--- config.mk ---
export PLATFORM = sky130hd
export DESIGN_NAME = vga_rect_fill_engine
export DESIGN_NICKNAME = d
export VERILOG_FILES = /design/src/rtl/vga_draw_pkg.sv /design/src/rtl/vga_raster_counter.sv /design/src/rtl/vga_rect_fill_engine.sv
export SDC_FILE = /design/constraint.sdc
export NUM_CORES = 1
export LEC_CHECK = 0
export CAP_MARGIN = 25
export CORE_ASPECT_RATIO = 2
export CORE_UTILIZATION = 60
export CTS_CLUSTER_SIZE = 16
export DETAILED_ROUTE_END_ITERATION = 6
export PLACE_DENSITY_LB_ADDON = 0.05
export SETUP_SLACK_MARGIN = 0.05
export SLEW_MARGIN = 20
export SYNTH_ARGS = -nofsm -noshare
export SYNTH_HDL_FRONTEND = slang
export SYNTH_SLANG_ARGS = --single-unit
export TNS_END_PERCENT = 30
--- constraint.sdc ---
create_clock -name clock -period 9.9 [get_ports clock]
set_clock_uncertainty 0.1 [all_clocks]
set_input_delay 0.99 -clock clock [delete_from_list [all_inputs] [get_ports clock]]
set_output_delay 0.99 -clock clock [all_outputs]
set_load 0.005 [all_outputs]
--- src/rtl/vga_draw_pkg.sv ---
// rtl/vga_draw_pkg.sv - shared draw-engine state encoding and screen defaults
package vga_draw_pkg;

  typedef enum logic [1:0] {
    S_IDLE  = 2'd0,
    S_FILL  = 2'd1,
    S_CLEAR = 2'd2,
    S_DONE  = 2'd3
  } draw_state_t;

  localparam int SCR_W_DEF   = 160;
  localparam int SCR_H_DEF   = 120;
  localparam int COLOR_W_DEF = 3;
  localparam int CLEAR_COLOR = 0;

endpackage

--- src/rtl/vga_raster_counter.sv ---
// rtl/vga_raster_counter.sv - nested column/row counter with load, step and last flag
module vga_raster_counter #(
  parameter int X_W = 8,
  parameter int Y_W = 7
) (
  input  logic           clock,
  input  logic           resetn,
  input  logic           load,
  input  logic           step,
  input  logic [X_W-1:0] ext_w,
  input  logic [Y_W-1:0] ext_h,
  output logic [X_W-1:0] next_cx,
  output logic [Y_W-1:0] next_cy,
  output logic           last
);

  logic [X_W-1:0] w_r;
  logic [X_W-1:0] cx;
  logic [Y_W-1:0] h_r;
  logic [Y_W-1:0] cy;
  logic           row_end;

  // Extents are captured on load so the caller's inputs may change afterwards.
  always_ff @(posedge clock) begin
    if (!resetn) begin
      w_r <= '0;
      h_r <= '0;
      cx  <= '0;
      cy  <= '0;
    end else if (load) begin
      w_r <= ext_w;
      h_r <= ext_h;
      cx  <= '0;
      cy  <= '0;
    end else if (step) begin
      cx  <= next_cx;
      cy  <= next_cy;
    end
  end

  // Raster order: column wraps at W-1, then the row advances.
  always_comb begin
    row_end = (cx == w_r - X_W'(1));
    last    = row_end && (cy == h_r - Y_W'(1));
    next_cx = row_end ? '0 : cx + X_W'(1);
    next_cy = row_end ? cy + Y_W'(1) : cy;
  end

endmodule

--- src/rtl/vga_rect_fill_engine.sv ---
// rtl/vga_rect_fill_engine.sv - rectangle fill / screen clear pixel streamer (optional clipping: VGA_RECT_CLIP_EN)
module vga_rect_fill_engine
  import vga_draw_pkg::*;
#(
  parameter int X_W     = 8,
  parameter int Y_W     = 7,
  parameter int COLOR_W = COLOR_W_DEF,
  parameter int SCR_W   = SCR_W_DEF,
  parameter int SCR_H   = SCR_H_DEF
) (
  input  logic               clock,
  input  logic               resetn,
  input  logic               start,
  input  logic               clear,
  input  logic [X_W-1:0]     x0,
  input  logic [Y_W-1:0]     y0,
  input  logic [X_W-1:0]     rect_w,
  input  logic [Y_W-1:0]     rect_h,
  input  logic [COLOR_W-1:0] color_in,
  output logic               busy,
  output logic               done,
  output logic               plot,
  output logic [X_W-1:0]     x,
  output logic [Y_W-1:0]     y,
  output logic [COLOR_W-1:0] color_out
);

  localparam logic [X_W-1:0] SCR_W_X = X_W'(SCR_W);
  localparam logic [Y_W-1:0] SCR_H_Y = Y_W'(SCR_H);

  draw_state_t        state, state_d;
  logic [X_W-1:0]     ox, org_x, off_x, pix_x, next_cx, ext_w, x_d;
  logic [Y_W-1:0]     oy, org_y, off_y, pix_y, next_cy, ext_h, y_d;
  logic [COLOR_W-1:0] color_l, new_color, color_d;
  logic               accept, load, step, last, in_bounds;
  logic               busy_d, done_d, plot_d;

  assign accept    = (state == S_IDLE) && start;
  assign new_color = clear ? COLOR_W'(CLEAR_COLOR) : color_in;
  assign ext_w     = clear ? SCR_W_X : rect_w;
  assign ext_h     = clear ? SCR_H_Y : rect_h;

  // On the accept cycle the first pixel is the new origin itself, so its
  // coordinates come straight from the inputs; afterwards from the latches.
  assign org_x = accept ? (clear ? '0 : x0) : ox;
  assign org_y = accept ? (clear ? '0 : y0) : oy;
  assign off_x = accept ? '0 : next_cx;
  assign off_y = accept ? '0 : next_cy;

`ifdef VGA_RECT_CLIP_EN
  localparam logic [X_W:0] SCR_W_L = (X_W+1)'(SCR_W);
  localparam logic [Y_W:0] SCR_H_L = (Y_W+1)'(SCR_H);
  logic [X_W:0] sum_x;
  logic [Y_W:0] sum_y;
  assign sum_x     = {1'b0, org_x} + {1'b0, off_x};
  assign sum_y     = {1'b0, org_y} + {1'b0, off_y};
  assign pix_x     = sum_x[X_W-1:0];
  assign pix_y     = sum_y[Y_W-1:0];
  assign in_bounds = (sum_x < SCR_W_L) && (sum_y < SCR_H_L);
`else
  // Plain X_W-bit add is the wide sum truncated, i.e. it wraps modulo 2^X_W.
  assign pix_x     = org_x + off_x;
  assign pix_y     = org_y + off_y;
  assign in_bounds = 1'b1;
`endif

  vga_raster_counter #(
    .X_W (X_W),
    .Y_W (Y_W)
  ) u_raster (
    .clock   (clock),
    .resetn  (resetn),
    .load    (load),
    .step    (step),
    .ext_w   (ext_w),
    .ext_h   (ext_h),
    .next_cx (next_cx),
    .next_cy (next_cy),
    .last    (last)
  );

  // State register.
  always_ff @(posedge clock) begin
    if (!resetn) state <= S_IDLE;
    else         state <= state_d;
  end

  // Registered outputs, loaded from the next-value logic below.
  always_ff @(posedge clock) begin
    if (!resetn) begin
      busy      <= 1'b0;
      done      <= 1'b0;
      plot      <= 1'b0;
      x         <= '0;
      y         <= '0;
      color_out <= '0;
    end else begin
      busy      <= busy_d;
      done      <= done_d;
      plot      <= plot_d;
      x         <= x_d;
      y         <= y_d;
      color_out <= color_d;
    end
  end

  // Origin and colour latched at acceptance; start while busy never reaches here.
  always_ff @(posedge clock) begin
    if (!resetn) begin
      ox      <= '0;
      oy      <= '0;
      color_l <= '0;
    end else if (load) begin
      ox      <= org_x;
      oy      <= org_y;
      color_l <= new_color;
    end
  end

  // Next state and next output values; counter tracks the pixel on the outputs.
  always_comb begin
    state_d = state;
    busy_d  = busy;
    done_d  = 1'b0;
    plot_d  = 1'b0;
    x_d     = x;
    y_d     = y;
    color_d = color_out;
    load    = 1'b0;
    step    = 1'b0;
    unique case (state)
      S_IDLE: begin
        busy_d = 1'b0;
        if (start) begin
          load    = 1'b1;
          busy_d  = 1'b1;
          color_d = new_color;
          if (!clear && (rect_w == '0 || rect_h == '0)) begin
            state_d = S_DONE;
            done_d  = 1'b1;
          end else begin
            state_d = clear ? S_CLEAR : S_FILL;
            plot_d  = in_bounds;
            x_d     = pix_x;
            y_d     = pix_y;
          end
        end
      end
      S_FILL, S_CLEAR: begin
        color_d = color_l;
        if (last) begin
          state_d = S_DONE;
          done_d  = 1'b1;
        end else begin
          step   = 1'b1;
          plot_d = in_bounds;
          x_d    = pix_x;
          y_d    = pix_y;
        end
      end
      S_DONE: begin
        state_d = S_IDLE;
        busy_d  = 1'b0;
      end
      default: state_d = S_IDLE;
    endcase
  end

endmodule
# ---- Word-level counts from Yosys, hierarchy flattened
# Cells that the tools add are included.
dict set report totals {
  memories 0
  input_bits 37
  reg_bits 71
  latchBits 0
  out_inout_bits 21
  wordCells 83
  rom_bits 0
  mem_bits_rw 0
}
dict set report op_classes {
  n_eq_ne 9
  reduce_logical 15
  magnitude_cmp 0
  mux 38
  addsub 6
  n_div 0
  n_bitwise 1
  multipliers 0
  shifts 0
}
# cell n
set ops {}
lappend ops {{8-bit two-way mux} 8}
lappend ops {{7-bit two-way mux} 8}
lappend ops {{8-bit case mux with 2 select lines} 1}
lappend ops {{7-bit case mux with 2 select lines} 1}
lappend ops {{1-bit two-way mux} 9}
lappend ops {{8-bit by 1-bit adder with 8-bit output (second input constant)} 1}
lappend ops {{8-bit adder} 1}
lappend ops {{8-bit equality test} 1}
lappend ops {{8-bit zero test} 1}
lappend ops {{2-bit two-way mux} 4}
lappend ops {{2-bit inequality test (second input constant)} 4}
lappend ops {{8-bit by 1-bit subtractor with 8-bit output (second input constant)} 1}
lappend ops {{7-bit by 1-bit adder with 7-bit output (second input constant)} 1}
lappend ops {{7-bit adder} 1}
lappend ops {{7-bit equality test} 1}
lappend ops {{7-bit zero test} 1}
lappend ops {{7-bit by 1-bit subtractor with 7-bit output (second input constant)} 1}
lappend ops {{3-bit two-way mux} 2}
lappend ops {{1-bit case mux with 2 select lines} 3}
lappend ops {{2-bit case mux with 3 select lines} 1}
lappend ops {{3-bit case mux with 2 select lines} 1}
lappend ops {{2-bit equality test (second input constant)} 2}
lappend ops {{2-bit AND reduction} 2}
lappend ops {{4-bit AND reduction} 1}
lappend ops {{other kinds (8)} 12}

# ---- Logic depth before layout (Yosys ltp)
dict set report logic_depth {
  depth_word 8
  mapped_depth 21
  mapped_depth_nobuf 20
}

# ---- Hierarchy
# From an unflattened synthesis, not the netlist that was laid out.
dict set report unflattened {
  hier_cells 538
  area_unflattened_um2 4421.7
}
# module seq_area_each_um2 area_per_inst_um2 cells_each n_inst
set modules_own_cells {}
lappend modules_own_cells {vga_rect_fill_engine 820.8 2444.8 307 1}
lappend modules_own_cells {vga_raster_counter 600.6 1976.9 231 1}

# ---- Least setup slack after synthesis
# No wires, ideal clock.
dict set report synth_timing {
  kind {input-to-reg}
  from {in start}
  to {reg x[7]}
  t_arrival_ns 3.946
  required_ns 9.672
  setup_time_ns 0.128
  setup_slack_ns 5.726
  path_stages 15
  n_path_buf 3
  cell_sequence {nand2_1 clkbuf_1 buf_1 clkbuf_1 nand3_1 inv_1 ha_1 a21oi_1 o2111ai_1 a21o_1 a21oi_1 o21ba_2 a311o_1 nor4_1 o22ai_1}
}
dict set report synth_via {
  elab_chain_cells 6
  word_cells_on_any_way 10
  cone_classes {add/sub (1); eq/ne (1); mux (6); reduce/logical (2)}
}
# item line
set synth_lines {}
lappend synth_lines {{start, declared} vga_rect_fill_engine.sv:13} ;# input logic start,
lappend synth_lines {{1-bit logical AND} vga_rect_fill_engine.sv:38} ;# assign accept = (state == S_IDLE) && start;
lappend synth_lines {{8-bit two-way mux, on equally long branches} {vga_rect_fill_engine.sv:45, vga_rect_fill_engine.sv:47}}
lappend synth_lines {{8-bit adder} vga_rect_fill_engine.sv:62} ;# assign pix_x = org_x + off_x;
lappend synth_lines {{8-bit two-way mux} vga_rect_fill_engine.sv:138} ;# if (!clear && (rect_w == '0 || rect_h == '0)) begin
lappend synth_lines {{8-bit two-way mux} vga_rect_fill_engine.sv:134} ;# if (start) begin
lappend synth_lines {{8-bit case mux with 2 select lines} vga_rect_fill_engine.sv:131} ;# unique case (state)
lappend synth_lines {{end signal, assigned} vga_rect_fill_engine.sv:94} ;# x <= '0;
lappend synth_lines {{end signal, assigned} vga_rect_fill_engine.sv:101} ;# x <= x_d;
lappend synth_lines {{end, declared} vga_rect_fill_engine.sv:23} ;# output logic [X_W-1:0] x,
# Parallel ways exist; a longest one is shown, timed or not. The select of a mux whose other input is x is not followed.
# A chain may end at the register's enable or synchronous reset.

# ---- Final worst setup path
dict set report layout_timing {
  from {reg u_raster.w_r[0]}
  to {reg x[7]}
}
dict set report layout_via {
  elab_chain_cells 8
  word_cells_on_any_way 12
  cone_classes {add/sub (2); eq/ne (2); mux (6); reduce/logical (2)}
}
# item line
set layout_lines {}
lappend layout_lines {{start, declared} vga_raster_counter.sv:17} ;# logic [X_W-1:0] w_r;
lappend layout_lines {{start signal, assigned} vga_raster_counter.sv:31} ;# w_r <= ext_w;
lappend layout_lines {{8-bit by 1-bit subtractor with 8-bit output *} vga_raster_counter.sv:43} ;# row_end = (cx == w_r - X_W'(1));
lappend layout_lines {{8-bit equality test *} vga_raster_counter.sv:43}
lappend layout_lines {{8-bit two-way mux} vga_raster_counter.sv:45} ;# next_cx = row_end ? '0 : cx + X_W'(1);
lappend layout_lines {{8-bit two-way mux} vga_rect_fill_engine.sv:47} ;# assign off_x = accept ? '0 : next_cx;
lappend layout_lines {{8-bit adder} vga_rect_fill_engine.sv:62}
lappend layout_lines {{8-bit two-way mux} vga_rect_fill_engine.sv:138}
lappend layout_lines {{8-bit two-way mux} vga_rect_fill_engine.sv:134}
lappend layout_lines {{8-bit case mux with 2 select lines} vga_rect_fill_engine.sv:131}
# Every way passes the cells marked *; elsewhere a longest branch is shown, timed or not. The select of a mux whose other input is x is not followed.

==> metrics.md <==
| Metric | Value |
|---|---|
| Worst-Margin Slew | `between 0.7 and 0.8 ns` |
| Max Root-Sink Buffers | `2` |
| Primary FF master, synth | `dfxtp_1` |
| Die Y | `120 um` |
| Status | `finished clean` |
| CTS tree | `yes` |
| Effective utilization at floorplan | `0.627` |
| Crit path cell chain | `inv_1, ha_1, o21ba_1, a221oi_1, a41oi_1, nor3_2, nand2_1, nand3_1, inv_1, ha_1, a21oi_1, o2111ai_1, a21o_1, a21oi_1, o21ba_2, a311o_1, nor4_1, o22ai_1` |
| Pleak | `between 0.002 and 0.0025 uW` |
| Detailed Route WL | `around 10000 um` |
| Synth unique cells | `59` |
| Hold path cells | `2` |
| Post-route ant nets | `0` |
| Final #Nets | `around 620` |
| Rel. slew slack | `0.466` |
| Skew-Pair Late Insertion Delay | `0.34 ns` |
| Vias in the first global route | `around 3700` |
| Clock slew at reported path FFs | `0.06 ns` |
| Min Clock Period, post-route | `4.62 ns` |
| Max_cap viols | `0` |
| # IOs | `a little under 60` |
| Hold endpoint | `state[1]` |
| 1st-pass router iterations | `4` |
| Cell Rows | `between 40 and 50` |
| Worst EP arrival | `around 4.7 ns` |
| Fillers | `between 500 and 600` |
| Slew Limit Fails | `0` |
| Mux cell area share after synthesis | `0.0362` |
| Max incr delay on CP | `around 0.40 ns` |
| Reg2reg setup slack | `approximately 5.3 ns` |
| Post-synth EDFFs | `0` |
| Compound-gate portion of the synthesized area | `0.165` |
| Synth async-reset ratio | `0` |
| Chip width | `about 61 um` |
| Most frequent cells in the layout | `nor2_1, dfxtp_1, clkdlybuf4s50_1, a21oi_1, nand2_1` |
| Total CTS buffers | `9` |
| Final worst-path cycle share | `0.466` |
| Synth Area in Simple Gates | `0.254` |
| WL/cell | `15.9 um` |
| Hold_buf cts | `0` |
| Crit path buf inv count | `2` |
| Pre-CTS setup slack | `5.13 ns` |
| Die area | `about 7300 um2` |
| WL met3 | `489 um` |
| Yosys warning count | `0` |
| Final setup violating endpoints | `0` |
| Placed cell area | `~4800 um2` |
| Register Area | `1420 um2` |
| Layout area overhead | `22.3%` |
| Worst-path maximum fanout | `11` |
| GRT Total Usage | `0.312` |
| Final instance area | `5120 um2` |
| Core area | `roughly 6700 um2` |
| Root Buffer | `clkbuf_16` |
| Wl on met1 | `~4100 um` |
| Max layer used | `met4` |
| Vias per inst | `5.83` |
| VDD IR max | `approximately 130 uV` |
| Postcts setup bufs | `0` |
| DR iter-0 viols | `between 150 and 200` |
| Syn Std Cell Area | `~4200 um2` |
| Largest net degree at the start of global routing | `40` |
| Tot Pwr | `approximately 1100 uW` |
| Post-DP HPWL | `7570 um` |
| Post-Syn Nets | `582` |
| Max Fclk | `0.217 GHz` |
| R2R depth | `18` |
| Critical path class | `reg -> reg` |
| Area of the multi-input gates | `~2500 um2` |
| RR Startpoint | `u_raster.w_r[0]` |
| CTS sink count | `71` |
| First-pass GRT wire length | `roughly 17000 um` |
| Placer Congestion | `just under 0.9` |
| CP Launch Type | `register` |
| Synthesized instance count | `approximately 520` |
| Port Buffer Count | `57` |
| Initial antenna violation count | `0` |
| Req. time, crit path | `10.02 ns` |
| Hold Path Class | `reg -> reg` |
| Yosys top cell area share | `0.339` |
| PostCTS Resize Cnt | `0` |
| Inserted Diodes | `0` |
| Min setup slack post-route | `between 5 and 6 ns` |
| Largest area contributor in the netlist | `dfxtp_1` |
| Seq/Total Area, Yosys | `0.339` |
| Slowest stage cell on the critical path | `dfxtp_1` |
| Via count | `about 3800` |
| Largest family of logic cells by synthesized area | `simple AND/OR/NAND/NOR gates` |
| R2r endpoint | `x[7]` |
| Setup TNS | `0 ns` |
| H-tree depth | `3` |
| Share of cells above drive strength 1 | `0.0561` |
| CP top delay family | `compound AO/OA/AOI/OAI gates` |
| CP Capture Type | `register` |
| Gr ovfl total | `0` |
| Final hold violation count | `0` |
| Most area-consuming cells after synthesis | `dfxtp_1, nor2_1, ha_1, xor2_1, a21oi_1` |
| Fin util | `0.767` |
| Crit path launch | `u_raster.w_r[0]` |
| RSZ-0062 raised after global routing | `false` |
| Residual DRC count | `0` |
| Met2 WL | `approximately 5500 um` |
| Commonest non-fill, non-tap cell in the layout | `nor2_1` |
| Pwr dens | `approximately 220 nW/um2` |
| Xor and xnor fraction of the mapped netlist area | `0.0869` |
| Mean Syn Cell Area | `roughly 8.0 um2` |
| Synth Register Bits | `between 70 and 80` |
| Min-delay src | `state[1]` |
| Adder-cell share of the synthesized area | `0.0663` |
[metrics by stage]
step                hold slack (ns)  std cells
floorplan                     0.353        524
global placement              0.362        641
detailed placement            0.372        641
CTS                           0.387        657
global route                  0.410        658
finish                        0.382        658
[worst max path at each step]
stage / to / slack, ns / depth (start not counted)
4_1_cts: x[7] / 5.25 / 18
6_report: x[7] / 5.28 / 18
2_1_floorplan: x[7] / 5.73 / 15
3_3_place_gp: x[7] / 5.22 / 13
3_5_place_dp: x[7] / 5.13 / 13
5_1_grt: x[7] / 4.91 / 18
[sequential cells by signal, summed over array words and instances, names as in the netlist]
signal / flops
color_l: 3
plot: 1
u_raster.w_r: 8
state: 2
busy: 1
oy: 7
y: 7
x: 8
done: 1
u_raster.cx: 8
color_out: 3
u_raster.h_r: 7
u_raster.cy: 7
ox: 8
[area by class of cell]
cell class                      count  area share
Clock buffer                       10      0.0467
Multi-Input combinational cell    400       0.498
Inverter                           21      0.0154
Sequential cell                    71       0.278
Clock inverter                      6      0.0210
Tap cell                           88      0.0215
Timing Repair Buffer               62       0.120
[synth_stat cells (5+ instances only)]
cell type	instances
a21o_1	7
ha_1	19
o21ai_0	22
nand2_1	37
and2_1	13
mux2i_1	14
nor4_1	7
a211oi_1	6
and3_1	20
nor2_1	75
a21oi_1	38
nand3_1	17
nor3_1	19
dfxtp_1	71
or3_1	5
xor2_1	23
inv_1	20
clkbuf_1	23
xnor2_1	16
[worst min-delay path, cell delays in order (launching register included)]
cell and delay, ns:
dfxtp_1 0.32, nand2_1 0.06, a21oi_1 0.05
[routing by layer]
metal,up-vias,global-route usage
met3,27,0.0754
li1,1919,-
met4,0,0.135
met5,-,0
met2,96,0.524
met1,1797,0.359
[where the power goes]
| part | switching (uW) | internal [uW] | leakage [uW] |
|---|---|---|---|
| clock network | 123 | 252 | 0.000168 |
| registers | 31.7 | 329 | 0.000578 |
| logic | 221 | 172 | 0.00143 |
| total | 376 | 753 | 0.00218 |
[cells by family (layout without fill, tap and decap cells)]
group / after synthesis / in the layout
and+or+nand+nor: 216 / 216
AOI/OAI and AO/OA: 108 / 108
DFF: 71 / 71
buffers and inverters: 53 / 99
xor gates and xnor gates: 40 / 40
adders and majority gates: 21 / 21
muxes: 15 / 15
Note: power is estimated with default switching activity, not from simulation.
